<file path="src/rtl/multiplier_datapath_taint_track_word.sv">
`default_nettype none
// +----------------------------------------------------------------------------+
// | multiplier_datapath_taint_track_word                                       |
// | Shift-add multiplier datapath (MD/MR/RS) with sticky word-level taint.     |
// | Revision: 1.0                                                              |
// +----------------------------------------------------------------------------+
module multiplier_datapath_taint_track_word #(
   parameter int WIDTH = 4
) (
   input  logic                 clk,
   input  logic                 rst,
   input  logic [WIDTH-1:0]     multiplicand_in,
   input  logic                 multiplicand_in_t,
   input  logic [WIDTH-1:0]     multiplier_in,
   input  logic                 multiplier_in_t,
   input  logic                 mdld,
   input  logic                 mdld_t,
   input  logic                 mrld,
   input  logic                 mrld_t,
   input  logic                 rsclear,
   input  logic                 rsclear_t,
   input  logic                 rsload,
   input  logic                 rsload_t,
   input  logic                 rsshr,
   input  logic                 rsshr_t,
   input  logic                 productDone,
   input  logic                 productDone_t,
   output logic [WIDTH-1:0]     multiplierReg,
   output logic                 multiplierReg_t,
   output logic [2*WIDTH-1:0]   product,
   output logic                 product_t,
   output logic                 product_valid,
   output logic                 product_valid_t
);

   logic [WIDTH-1:0]   r_md;
   logic               r_md_t;
   logic [WIDTH-1:0]   r_mr;
   logic               r_mr_t;
   logic [2*WIDTH:0]   r_rs;
   logic               r_rs_t;
   logic               r_valid;
   logic               r_valid_t;

   logic [WIDTH:0]     w_sum;
   logic               w_ctrl_t;

   // Upper half plus carry bit; sum of two WIDTH-bit values always fits.
   assign w_sum    = {1'b0, r_rs[2*WIDTH-1:WIDTH]} + {1'b0, r_md};
   assign w_ctrl_t = rsclear_t | rsload_t | rsshr_t;

   always_ff @(posedge clk) begin
      if (!rst) begin
         r_md      <= '0;
         r_md_t    <= 1'b0;
         r_mr      <= '0;
         r_mr_t    <= 1'b0;
         r_rs      <= '0;
         r_rs_t    <= 1'b0;
         r_valid   <= 1'b0;
         r_valid_t <= 1'b0;
      end else begin
         if (mdld) begin
            r_md   <= multiplicand_in;
            r_md_t <= multiplicand_in_t | mdld_t;
         end else begin
            r_md_t <= r_md_t | mdld_t;
         end

         if (mrld) begin
            r_mr   <= multiplier_in;
            r_mr_t <= multiplier_in_t | mrld_t;
         end else begin
            r_mr_t <= r_mr_t | mrld_t;
         end

         if (rsclear) begin
            r_rs   <= '0;
            r_rs_t <= w_ctrl_t;
         end else if (rsload) begin
            r_rs[2*WIDTH:WIDTH] <= w_sum;
            r_rs_t              <= r_rs_t | r_md_t | w_ctrl_t;
         end else if (rsshr) begin
            r_rs   <= {1'b0, r_rs[2*WIDTH:1]};
            r_rs_t <= r_rs_t | w_ctrl_t;
         end else begin
            r_rs_t <= r_rs_t | w_ctrl_t;
         end

         r_valid   <= productDone;
         r_valid_t <= productDone_t;
      end
   end

   assign multiplierReg   = r_mr;
   assign multiplierReg_t = r_mr_t;
   assign product         = r_rs[2*WIDTH-1:0];
   assign product_t       = r_rs_t;
   assign product_valid   = r_valid;
   assign product_valid_t = r_valid_t;

endmodule
`default_nettype wire

</file>
<file path="config.mk">
export PLATFORM = sky130hd
export DESIGN_NAME = multiplier_datapath_taint_track_word
export DESIGN_NICKNAME = d
export VERILOG_FILES = /design/src/rtl/multiplier_datapath_taint_track_word.sv
export SDC_FILE = /design/constraint.sdc
export NUM_CORES = 1
export LEC_CHECK = 0
export CAP_MARGIN = 40
export CORE_MARGIN = 5
export CORE_UTILIZATION = 54
export DETAILED_ROUTE_END_ITERATION = 7
export DONT_BUFFER_PORTS = 1
export PLACE_DENSITY_LB_ADDON = 0.25
export RECOVER_POWER = 100
export SYNTH_ARGS = -nofsm -noshare
export SYNTH_HDL_FRONTEND = slang
export SYNTH_SLANG_ARGS = --single-unit
</file>
<file path="constraint.sdc">
create_clock -name clk -period 1.45 [get_ports clk]
set_input_delay 0.2175 -clock clk [delete_from_list [all_inputs] [get_ports clk]]
set_output_delay 0.2175 -clock clk [all_outputs]
set_load 0.005 [all_outputs]
</file>
Word-level counts from Yosys, hierarchy flattened
Index checks and enable logic that the tools add are counted.
{ "word_totals": {"reg_bits": 22, "in_bits": 24, "out_inout_bits": 16, "elab_cells": 30} }
{ "op_classes": {"add_sub_neg": 1, "mux": 6, "n_bitwise": 11, "reduce_logical": 3} }
{ "op_table": {"columns": ["cell", "count"], "rows": [
  ["$mux W9", 1],
  ["$or A1 B1 Y1", 9],
  ["$add A4 B4 Y5", 1],
  ["$mux W5", 1],
  ["$mux W1", 4],
  ["$not A1 Y1", 2],
  ["$reduce_and A2 Y1", 1],
  ["$reduce_bool A2 Y1", 1],
  ["$reduce_or A2 Y1", 1]
]} }

Logic depth before layout (Yosys ltp)
Gate-level depths: netlist (run 1).
{ "depth": {"ltp_word": 5, "depth_mapped": 6, "ltp_nobuf": 6} }

Least setup slack after synthesis (run 1)
Ideal clock, no wire load.
{ "synth_timing": {"path_kind": "register -> register", "from": "reg r_rs[4]", "to": "reg r_rs[8]", "setup_time_ps": 91, "arrival_ps": 1331, "required_ps": 1359, "setup_slack_ps": 28, "path_stages_with_launch": 7, "n_path_buf": 0, "synth_period_minus_slack_ps": 1422, "path_cell_list": "dfxtp_1 ha_1 inv_1 fa_1 nor2b_1 o21ai_0 a311oi_1"} }
{ "synth_via": {"elab_chain_cells": 2} }
{ "synth_lines": {"columns": ["element", "line", "source"], "rows": [
  ["start, declared", "40", "logic [2*WIDTH:0] r_rs;"],
  ["start signal, assigned by index", "81", "r_rs[2*WIDTH:WIDTH] <= w_sum;"],
  ["start signal, assigned", "84", "r_rs <= {1'b0, r_rs[2*WIDTH:1]};"],
  ["$add A4 B4 Y5", "49", "assign w_sum = {1'b0, r_rs[2*WIDTH-1:WIDTH]} + {1'b0, r_md};"],
  ["$mux W5", "80", "end else if (rsload) begin"]
]} }
Every way passes these cells.
A chain may end at the register's enable or synchronous reset.

Worst setup path in the final report (run 1)
{ "layout_timing": {"from": "reg r_md[0]", "to": "reg r_rs[8]"} }
{ "layout_via": {"elab_chain_cells": 2} }
{ "layout_lines": {"columns": ["element", "line", "source"], "rows": [
  ["start, declared", "36", "logic [WIDTH-1:0] r_md;"],
  ["start signal, assigned", "64", "r_md <= multiplicand_in;"],
  ["$add A4 B4 Y5", "49", null],
  ["$mux W5", "80", null]
]} }
Every way passes these cells.

==> reports/summary.log, run 1 <==
INFO  die            num_rows=16
INFO  detailed_routing ant_nets=0
INFO  yosys          syn_inst=104
INFO  grt            largest_net_degree_at_the_start_of_global_routing=15
INFO  die            boundaryPins=40
INFO  yosys          yosys_warnings=0
INFO  timing         worst_slack=0.04939ns
INFO  yosys          syn-cell-area=0.001084mm2
INFO  detailed_routing route.vias.total=656
INFO  timing         grt_setup_unrepaired=true
INFO  yosys          synth_fp_nets=133
INFO  final_layout   number_of_inserted_diodes=0
INFO  final_layout   finalNetCount=129
INFO  timing         slew_at_the_pin_with_the_worst_max_slew_slack=0.3583ns
INFO  yosys          postSynthRegisterBits=22
INFO  timing         setup_violations=0
INFO  critical_path  endpoint_class_of_the_critical_path=register
INFO  place          numPortBuffers=0
INFO  final_layout   final_cells=125
INFO  die            core_area=0.001942mm2
INFO  critical_path  critPathRequiredTime=1.67ns
INFO  detailed_routing drt_iter0_drc=4
INFO  worst_hold_path holdCritPathClass=in2reg
INFO  detailed_routing detailedRoute.firstPassIterationCount=3
INFO  critical_path  worst-setup-path-type=reg2reg
INFO  pwr            power.ir.vdd_worst=0.0007007V
INFO  timing         timing_hold_violations_final=0
INFO  yosys          share_of_yosys_cell_area_claimed_by_the_top_area_cell_type=40.65%
INFO  timing         clock-skew-final=0.01380ns
INFO  timing         summed_negative_setup_slack_over_all_endpoints=0ns
INFO  timing         slew-limit-headroom=76.11%
INFO  clocking       cts.reportedPaths.clkPinSlew=0.12ns
INFO  detailed_routing met2WireLength=817um
INFO  yosys          synthesis.area_per_instance=10.42um2
INFO  clocking       worstSkewPairLatency=0.30ns
INFO  clocking       cts.path.max_buffers=2
INFO  final_layout   layout.core_utilization=55.93%
INFO  pwr            power.leakage=0.4312nW
INFO  clocking       tritoncts=done
INFO  critical_path  crit_arrival=1.63ns
INFO  critical_path  r2r_cells=6
INFO  detailed_routing wl_final=1808um
INFO  run_status     status=finished, final reports clean
INFO  die            fp.dieW=54.80um
INFO  timing         timing.fmax=0.7140GHz
INFO  critical_path  ff2ff_setup_slack=0.05ns
INFO  clocking       cts.sinks=22
INFO  critical_path  cpMaxStageDelayCell=sky130_fd_sc_hd__dfxtp_2
INFO  place          place_hpwl=1406um
INFO  critical_path  r2r_end=r_rs[8]$_SDFFE_PP0P_
INFO  critical_path  path_cells=ha_4 > inv_1 > fa_2 > nor2b_2 > o21ai_1 > a311oi_1
INFO  final_layout   n_fill_cell=176
INFO  detailed_routing route.detailed.wl_per_inst=14.46um
INFO  clocking       cts_inserted_buffers=3
INFO  die            die_area=0.003002mm2
INFO  pwr            total_power=1.014mW
INFO  die            die_y=54.80um
INFO  critical_path  cpPeakStageDelay=0.37ns
INFO  place          gp_congestion=0.6866
INFO  final_layout   layout_commonest_cell=sky130_fd_sc_hd__dfxtp_1
INFO  yosys          synth.lib_cells_used.distinct=28
INFO  grt            grt_pass1_vias=659
INFO  critical_path  rr_startpoint=r_md[0]$_SDFFE_PN0P_
INFO  final_layout   layout.cells.most_common_list=sky130_fd_sc_hd__dfxtp_1, sky130_fd_sc_hd__mux2i_1, sky130_fd_sc_hd__nor2b_1
INFO  detailed_routing m1WireLength=782um
INFO  place          detailedPlace.worstSlack=-0.02277ns
INFO  critical_path  path_max_fanout=2
INFO  place          place.detailed.instances=119
INFO  worst_hold_path worstHoldPathCells=1
INFO  worst_hold_path whs_endpoint=r_md_t$_SDFF_PN0_
INFO  timing         period_share=96.59%
INFO  grt            grtUsageTotal=13.36%
INFO  detailed_routing drcViolationCount=0
INFO  pwr            p_per_area=933.7mW/mm2
INFO  die            start_util=55.80%
INFO  flow_run       drv.max_cap_violation_count=0
INFO  detailed_routing route.met3.wl=185um
INFO  grt            grt_remaining_overflow=0
INFO  detailed_routing via_per_inst=5.248
INFO  grt            grt_antenna_before_repair=0
INFO  yosys          synthTopCellsByArea=sky130_fd_sc_hd__dfxtp_1, sky130_fd_sc_hd__mux2i_1, sky130_fd_sc_hd__buf_4
INFO  final_layout   drive_gt1_share=17.35%
INFO  worst_hold_path min_from=rst
INFO  detailed_routing maxUsedRoutingLayer=met4
INFO  clocking       clockRootBuffer=sky130_fd_sc_hd__clkbuf_4
INFO  final_layout   area.growth.synth_to_final=0.2308%
INFO  timing         number_of_max_slew_violations_in_the_final_report=0
INFO  clocking       cts-htree-levels=1
INFO  yosys          synthDominantAreaCellType=sky130_fd_sc_hd__dfxtp_1
INFO  critical_path  crit_path_start_kind=register
INFO  yosys          synth.yosys.seq_area_share=40.65%
INFO  timing         finalCriticalPeriod=1.401ns
INFO  grt            wire_length_of_the_first_global_routing_pass=2829um
-- synthesized netlist by cell type --
cell / number
sky130_fd_sc_hd__o21ai_0: 1
sky130_fd_sc_hd__a211oi_1: 5
sky130_fd_sc_hd__mux2_2: 1
sky130_fd_sc_hd__xor2_1: 1
sky130_fd_sc_hd__nand2_1: 1
sky130_fd_sc_hd__fa_1: 1
sky130_fd_sc_hd__mux2_1: 2
sky130_fd_sc_hd__and2b_2: 3
sky130_fd_sc_hd__a311oi_1: 1
sky130_fd_sc_hd__and2b_1: 1
sky130_fd_sc_hd__ha_1: 4
sky130_fd_sc_hd__nor4_2: 1
sky130_fd_sc_hd__nor2b_1: 9
sky130_fd_sc_hd__a21oi_1: 4
sky130_fd_sc_hd__o21a_1: 2
sky130_fd_sc_hd__dfxtp_1: 22
sky130_fd_sc_hd__and2_1: 2
sky130_fd_sc_hd__nand3_1: 1
sky130_fd_sc_hd__clkbuf_2: 1
sky130_fd_sc_hd__nand2b_1: 1
sky130_fd_sc_hd__o41a_1: 1
sky130_fd_sc_hd__clkbuf_1: 1
sky130_fd_sc_hd__and4b_1: 1
sky130_fd_sc_hd__buf_6: 4
sky130_fd_sc_hd__mux2i_1: 13
sky130_fd_sc_hd__nor2_1: 6
sky130_fd_sc_hd__inv_1: 5
sky130_fd_sc_hd__buf_4: 9
-- cell type report --
| type | instances | area [um2] | area share, % |
|---|---|---|---|
| Timing Repair Buffer | 6 | 46.29 | 4.263 |
| Clock buffer | 3 | 22.52 | 2.074 |
| Inverter | 5 | 18.77 | 1.728 |
| Multi-Input combinational cell | 62 | 520.5 | 47.93 |
| Sequential cell | 22 | 444.2 | 40.90 |
| Tap cell | 27 | 33.78 | 3.111 |
-- cell families (layout without fill, tap and decap cells) --
kind of cell	Yosys count	after routing	share of synthesized area [%]
simple gates	26	26	15.01
mux	16	16	15.13
flops	22	22	40.65
fa+ha+maj	5	5	6.467
compound gates	14	14	9.007
xor+xnor	1	1	0.8085
buf+inv	20	14	12.93
-- sequential cells by signal, indices dropped and copies added (netlist names) --
name and flops:
r_rs 9, r_md 4, product_t 1, multiplierReg_t 1
product_valid_t 1, product_valid 1, multiplierReg 4, r_md_t 1
-- power by group --
part	leakage (nW)	internal (mW)	total (mW)	switching (mW)
registers	0.182	0.632	0.651	0.0189
clock network	0.0138	0.0968	0.263	0.166
logic	0.235	0.0606	0.0998	0.0393
total	0.431	0.790	1.01	0.224
-- repair_timing --
action                                 CTS  global route
pin swaps                                0             2
hold buffers                             1             1
endpoints found under the hold margin    2             1
setup endpoints to repair                1             2
resized for setup                        3             5
cloned                                   0             0
buffers inserted                         0             1
-- worst max-delay path: cells and delay by family, from the launching register on --
family | cells | cell delay, ns
DFF | 1 | 0.37
buffers and inverters | 1 | 0.05
AOI/OAI and AO/OA | 2 | 0.29
and+or+nand+nor | 1 | 0.12
adders and majority gates | 2 | 0.50
-- routing by layer --
layer | vias up | GRT usage, %
met1 | 300 | 16.45
met5 | - | 0
li1 | 328 | -
met3 | 4 | 5.450
met2 | 24 | 19.49
met4 | 0 | 7.469
-- metrics by stage --
| stage | area, um2 | hold slack [ns] |
|---|---|---|
| 2_1_floorplan | 1084 | 0.3413 |
| 3_3_place_gp | 1018 | 0.3226 |
| 3_5_place_dp | 1018 | 0.3226 |
| 4_1_cts | 1056 | 0.002581 |
| 5_1_grt | 1086 | 0.01866 |
| 6_report | 1086 | 0.02211 |
-- worst max-delay path by stage --
stage | startpoint | slack (ns) | to
after global routing | r_rs[4]$_SDFFE_PP0P_ | -0.02 | r_rs[8]$_SDFFE_PP0P_
after detailed placement | r_rs[4]$_SDFFE_PP0P_ | -0.02 | r_rs[8]$_SDFFE_PP0P_
final | r_md[0]$_SDFFE_PN0P_ | 0.05 | r_rs[8]$_SDFFE_PP0P_
after CTS | r_md[0]$_SDFFE_PN0P_ | 0.02 | r_rs[8]$_SDFFE_PP0P_
after global placement | r_rs[4]$_SDFFE_PP0P_ | 0.03 | r_rs[8]$_SDFFE_PP0P_
after floorplan | r_rs[4]$_SDFFE_PP0P_ | 0.03 | r_rs[8]$_SDFFE_PP0P_
Power figures use the tool's default switching activity.
==> run 2, diff against run 1 <==
--- a/config.mk
+++ b/config.mk
@@ -10,7 +10,7 @@
 export CORE_UTILIZATION = 54
 export DETAILED_ROUTE_END_ITERATION = 7
 export DONT_BUFFER_PORTS = 1
-export PLACE_DENSITY_LB_ADDON = 0.25
+export PLACE_DENSITY = 0.72
 export RECOVER_POWER = 100
 export SYNTH_ARGS = -nofsm -noshare
 export SYNTH_HDL_FRONTEND = slang
==> run 2 against run 1 <==
Total power increased by 21%. Final cell count increased by 3.2%. Die area unchanged. Final area increased by 5.0%. Clock power increased by 78%. Register-to-register slack got worse by 0.05 ns. Sequential share of layout area decreased by 2.0 points. Via count increased by 3.4%. Utilization increased by 2.8 points.
==> reports/summary.log, run 2 (same netlist as run 1, synthesis figures left out) <==
INFO  run_status     status=finished, final reports clean
INFO  final_layout   largest_register_ffs=9
INFO  timing         number_of_max_slew_violations_in_the_final_report=0
INFO  clocking       clockRootBuffer=sky130_fd_sc_hd__clkbuf_4
INFO  pwr            total_power=1.224mW
INFO  final_layout   largest_register_by_flop_count=r_rs
INFO  timing         slew_at_the_pin_with_the_worst_max_slew_slack=0.3824ns
INFO  timing         clock-skew-final=0.003564ns
INFO  timing         timing_hold_violations_final=0
INFO  critical_path  worst-setup-path-type=reg2reg
INFO  clocking       cts-htree-levels=1
INFO  flow_run       drv.max_cap_violation_count=0
INFO  detailed_routing drcViolationCount=0
INFO  detailed_routing wl_final=1974um
INFO  timing         slew-limit-headroom=74.51%
INFO  place          place.detailed.instances=119
INFO  detailed_routing route.detailed.wl_per_inst=15.30um
INFO  critical_path  critPathLaunch=r_rs[4]$_SDFFE_PP0P_
INFO  final_layout   multi_input_comb_area=520.5um2
INFO  grt            grt_remaining_overflow=0
INFO  detailed_routing via_per_inst=5.256
INFO  critical_path  r2r_end=r_rs[8]$_SDFFE_PP0P_
INFO  timing         grt_setup_unrepaired=true
INFO  timing         finalCriticalPeriod=1.447ns
INFO  final_layout   finalNetCount=132
INFO  final_layout   drive_gt1_share=19.61%
INFO  final_layout   area.growth.synth_to_final=5.196%
INFO  clocking       cts_inserted_buffers=3
INFO  critical_path  cpMaxStageDelayCell=sky130_fd_sc_hd__dfxtp_2
INFO  worst_hold_path holdCritPathClass=in2reg
INFO  critical_path  ff2ff_setup_slack=0.003ns
INFO  detailed_routing drt_iter0_drc=10
INFO  critical_path  r2r_cells=6
INFO  critical_path  rr_startpoint=r_rs[4]$_SDFFE_PP0P_
INFO  critical_path  cpPeakStageDelay=0.37ns
INFO  critical_path  critPathTopFamily=adder cells
INFO  timing         setup_violations=0
INFO  die            fp.dieW=54.80um
INFO  critical_path  path_max_fanout=2
INFO  grt            wire_length_of_the_first_global_routing_pass=3077um
INFO  place          gp_congestion=0.6931
INFO  grt            grtUsageTotal=14.43%
INFO  timing         final.hold.worst_slack=0.02102ns
INFO  critical_path  crit_cells=6
INFO  die            start_util=55.80%
INFO  clocking       cts.sinks=22
INFO  timing         period_share=99.81%
INFO  critical_path  path_cells=ha_4 > inv_2 > fa_2 > nor2b_2 > o21ai_1 > a311oi_1
INFO  critical_path  critPathCapture=r_rs[8]$_SDFFE_PP0P_
INFO  critical_path  crit_arrival=1.66ns
INFO  final_layout   seq_area=442.9um2
INFO  critical_path  crit_path_start_kind=register
INFO  die            boundaryPins=40
INFO  final_layout   number_of_inserted_diodes=0
INFO  critical_path  critical_path.n_buffers_inverters=1
INFO  grt            grt_antenna_before_repair=0
INFO  grt            grt_pass1_vias=664
INFO  final_layout   layout_commonest_cell=sky130_fd_sc_hd__dfxtp_1
INFO  timing         timing.fmax=0.6910GHz
INFO  pwr            p_per_area=1074mW/mm2
INFO  clocking       cts.path.max_buffers=2
INFO  critical_path  endpoint_class_of_the_critical_path=register
INFO  detailed_routing ant_nets=0
INFO  place          place_hpwl=1395um
INFO  final_layout   n_fill_cell=177
INFO  grt            largest_net_degree_at_the_start_of_global_routing=15
INFO  die            num_rows=16
INFO  place          numPortBuffers=0
INFO  clocking       cts.reportedPaths.clkPinSlew=0.12ns
INFO  final_layout   layout.cells.most_common_list=sky130_fd_sc_hd__dfxtp_1, sky130_fd_sc_hd__mux2i_1, sky130_fd_sc_hd__nor2b_1
INFO  die            core_area=0.001942mm2
INFO  critical_path  critPathRequiredTime=1.67ns
INFO  final_layout   final_cells=129
INFO  die            die_area=0.003002mm2
INFO  die            die_y=54.80um
INFO  pwr            power.ir.vdd_worst=0.0007552V
INFO  detailed_routing route.vias.total=678
INFO  detailed_routing detailedRoute.firstPassIterationCount=4
INFO  clocking       tritoncts=done
INFO  clocking       worstSkewPairLatency=0.31ns
INFO  pwr            power.leakage=0.4589nW
-- run 2: cell count changes in the layout (fill, tap and decap cells not counted), sizes merged --
cell         change
dlygate4sd3      +1
buf              +2
bufinv           +1
-- run 2: report_power, final --
part | internal, mW | switching, mW | total [mW]
Sequential | 0.632 | 0.0192 | 0.651
Clock | 0.279 | 0.187 | 0.467
Combinational | 0.0633 | 0.0424 | 0.106
-- run 2: worst min path at each step --
stage                start                    endpoint  slack (ns)  cells past startpoint
CTS                    rst  multiplierReg_t$_SDFF_PN0_       0.008                      1
detailed placement  rsload        r_rs[6]$_SDFFE_PP0P_        0.32                      1
floorplan           mrld_t  multiplierReg_t$_SDFF_PN0_        0.34                      1
finish                 rst  product_valid_t$_SDFF_PN0_        0.02                      1
global route        mrld_t  multiplierReg_t$_SDFF_PN0_       0.001                      1
global placement    rsload        r_rs[6]$_SDFFE_PP0P_        0.32                      1
-- run 2: routing by layer --
metal	vias up	track usage [%]	wire (um)
li1	342	-	-
met1	305	19.07	829
met2	27	20.87	925
met3	4	5.177	196
met4	0	6.224	23
met5	-	0	0
-- run 2: what timing repair did --
item	in CTS	in global routing
setup buffers	1	2
resized for setup	7	1
hold endpoints to repair	2	1
setup endpoints to repair	1	2
hold buffers	1	2
pin swaps	5	4
-- run 2: worst register-to-register path, stage by stage (launching register included) --
cell	delay, ns
sky130_fd_sc_hd__dfxtp_2	0.37
sky130_fd_sc_hd__ha_4	0.14
sky130_fd_sc_hd__inv_2	0.03
sky130_fd_sc_hd__fa_2	0.34
sky130_fd_sc_hd__nor2b_2	0.11
sky130_fd_sc_hd__o21ai_1	0.07
sky130_fd_sc_hd__a311oi_1	0.29
-- run 2: layout make-up --
cell class / instances / share of cell area (%)
Multi-Input combinational cell: 62 / 45.66
Timing Repair Buffer: 9 / 6.257
Tap cell: 27 / 2.964
Sequential cell: 22 / 38.86
Clock buffer: 3 / 1.976
Inverter: 5 / 1.647
Clock inverter: 1 / 2.634
-- run 2: through the flow --
stage          setup TNS, ns  instance area (um2)  utilization [%]  setup WS [ns]
6_report                   0                 1140            58.70       0.002765
5_1_grt              -0.1243                 1140            58.70       -0.06413
4_1_cts             -0.03028                 1106            56.96       -0.03028
3_5_place_dp        -0.02133                 1018            52.45       -0.02133
3_3_place_gp               0                 1018            52.45        0.02672
2_1_floorplan              0                 1084                -        0.02805
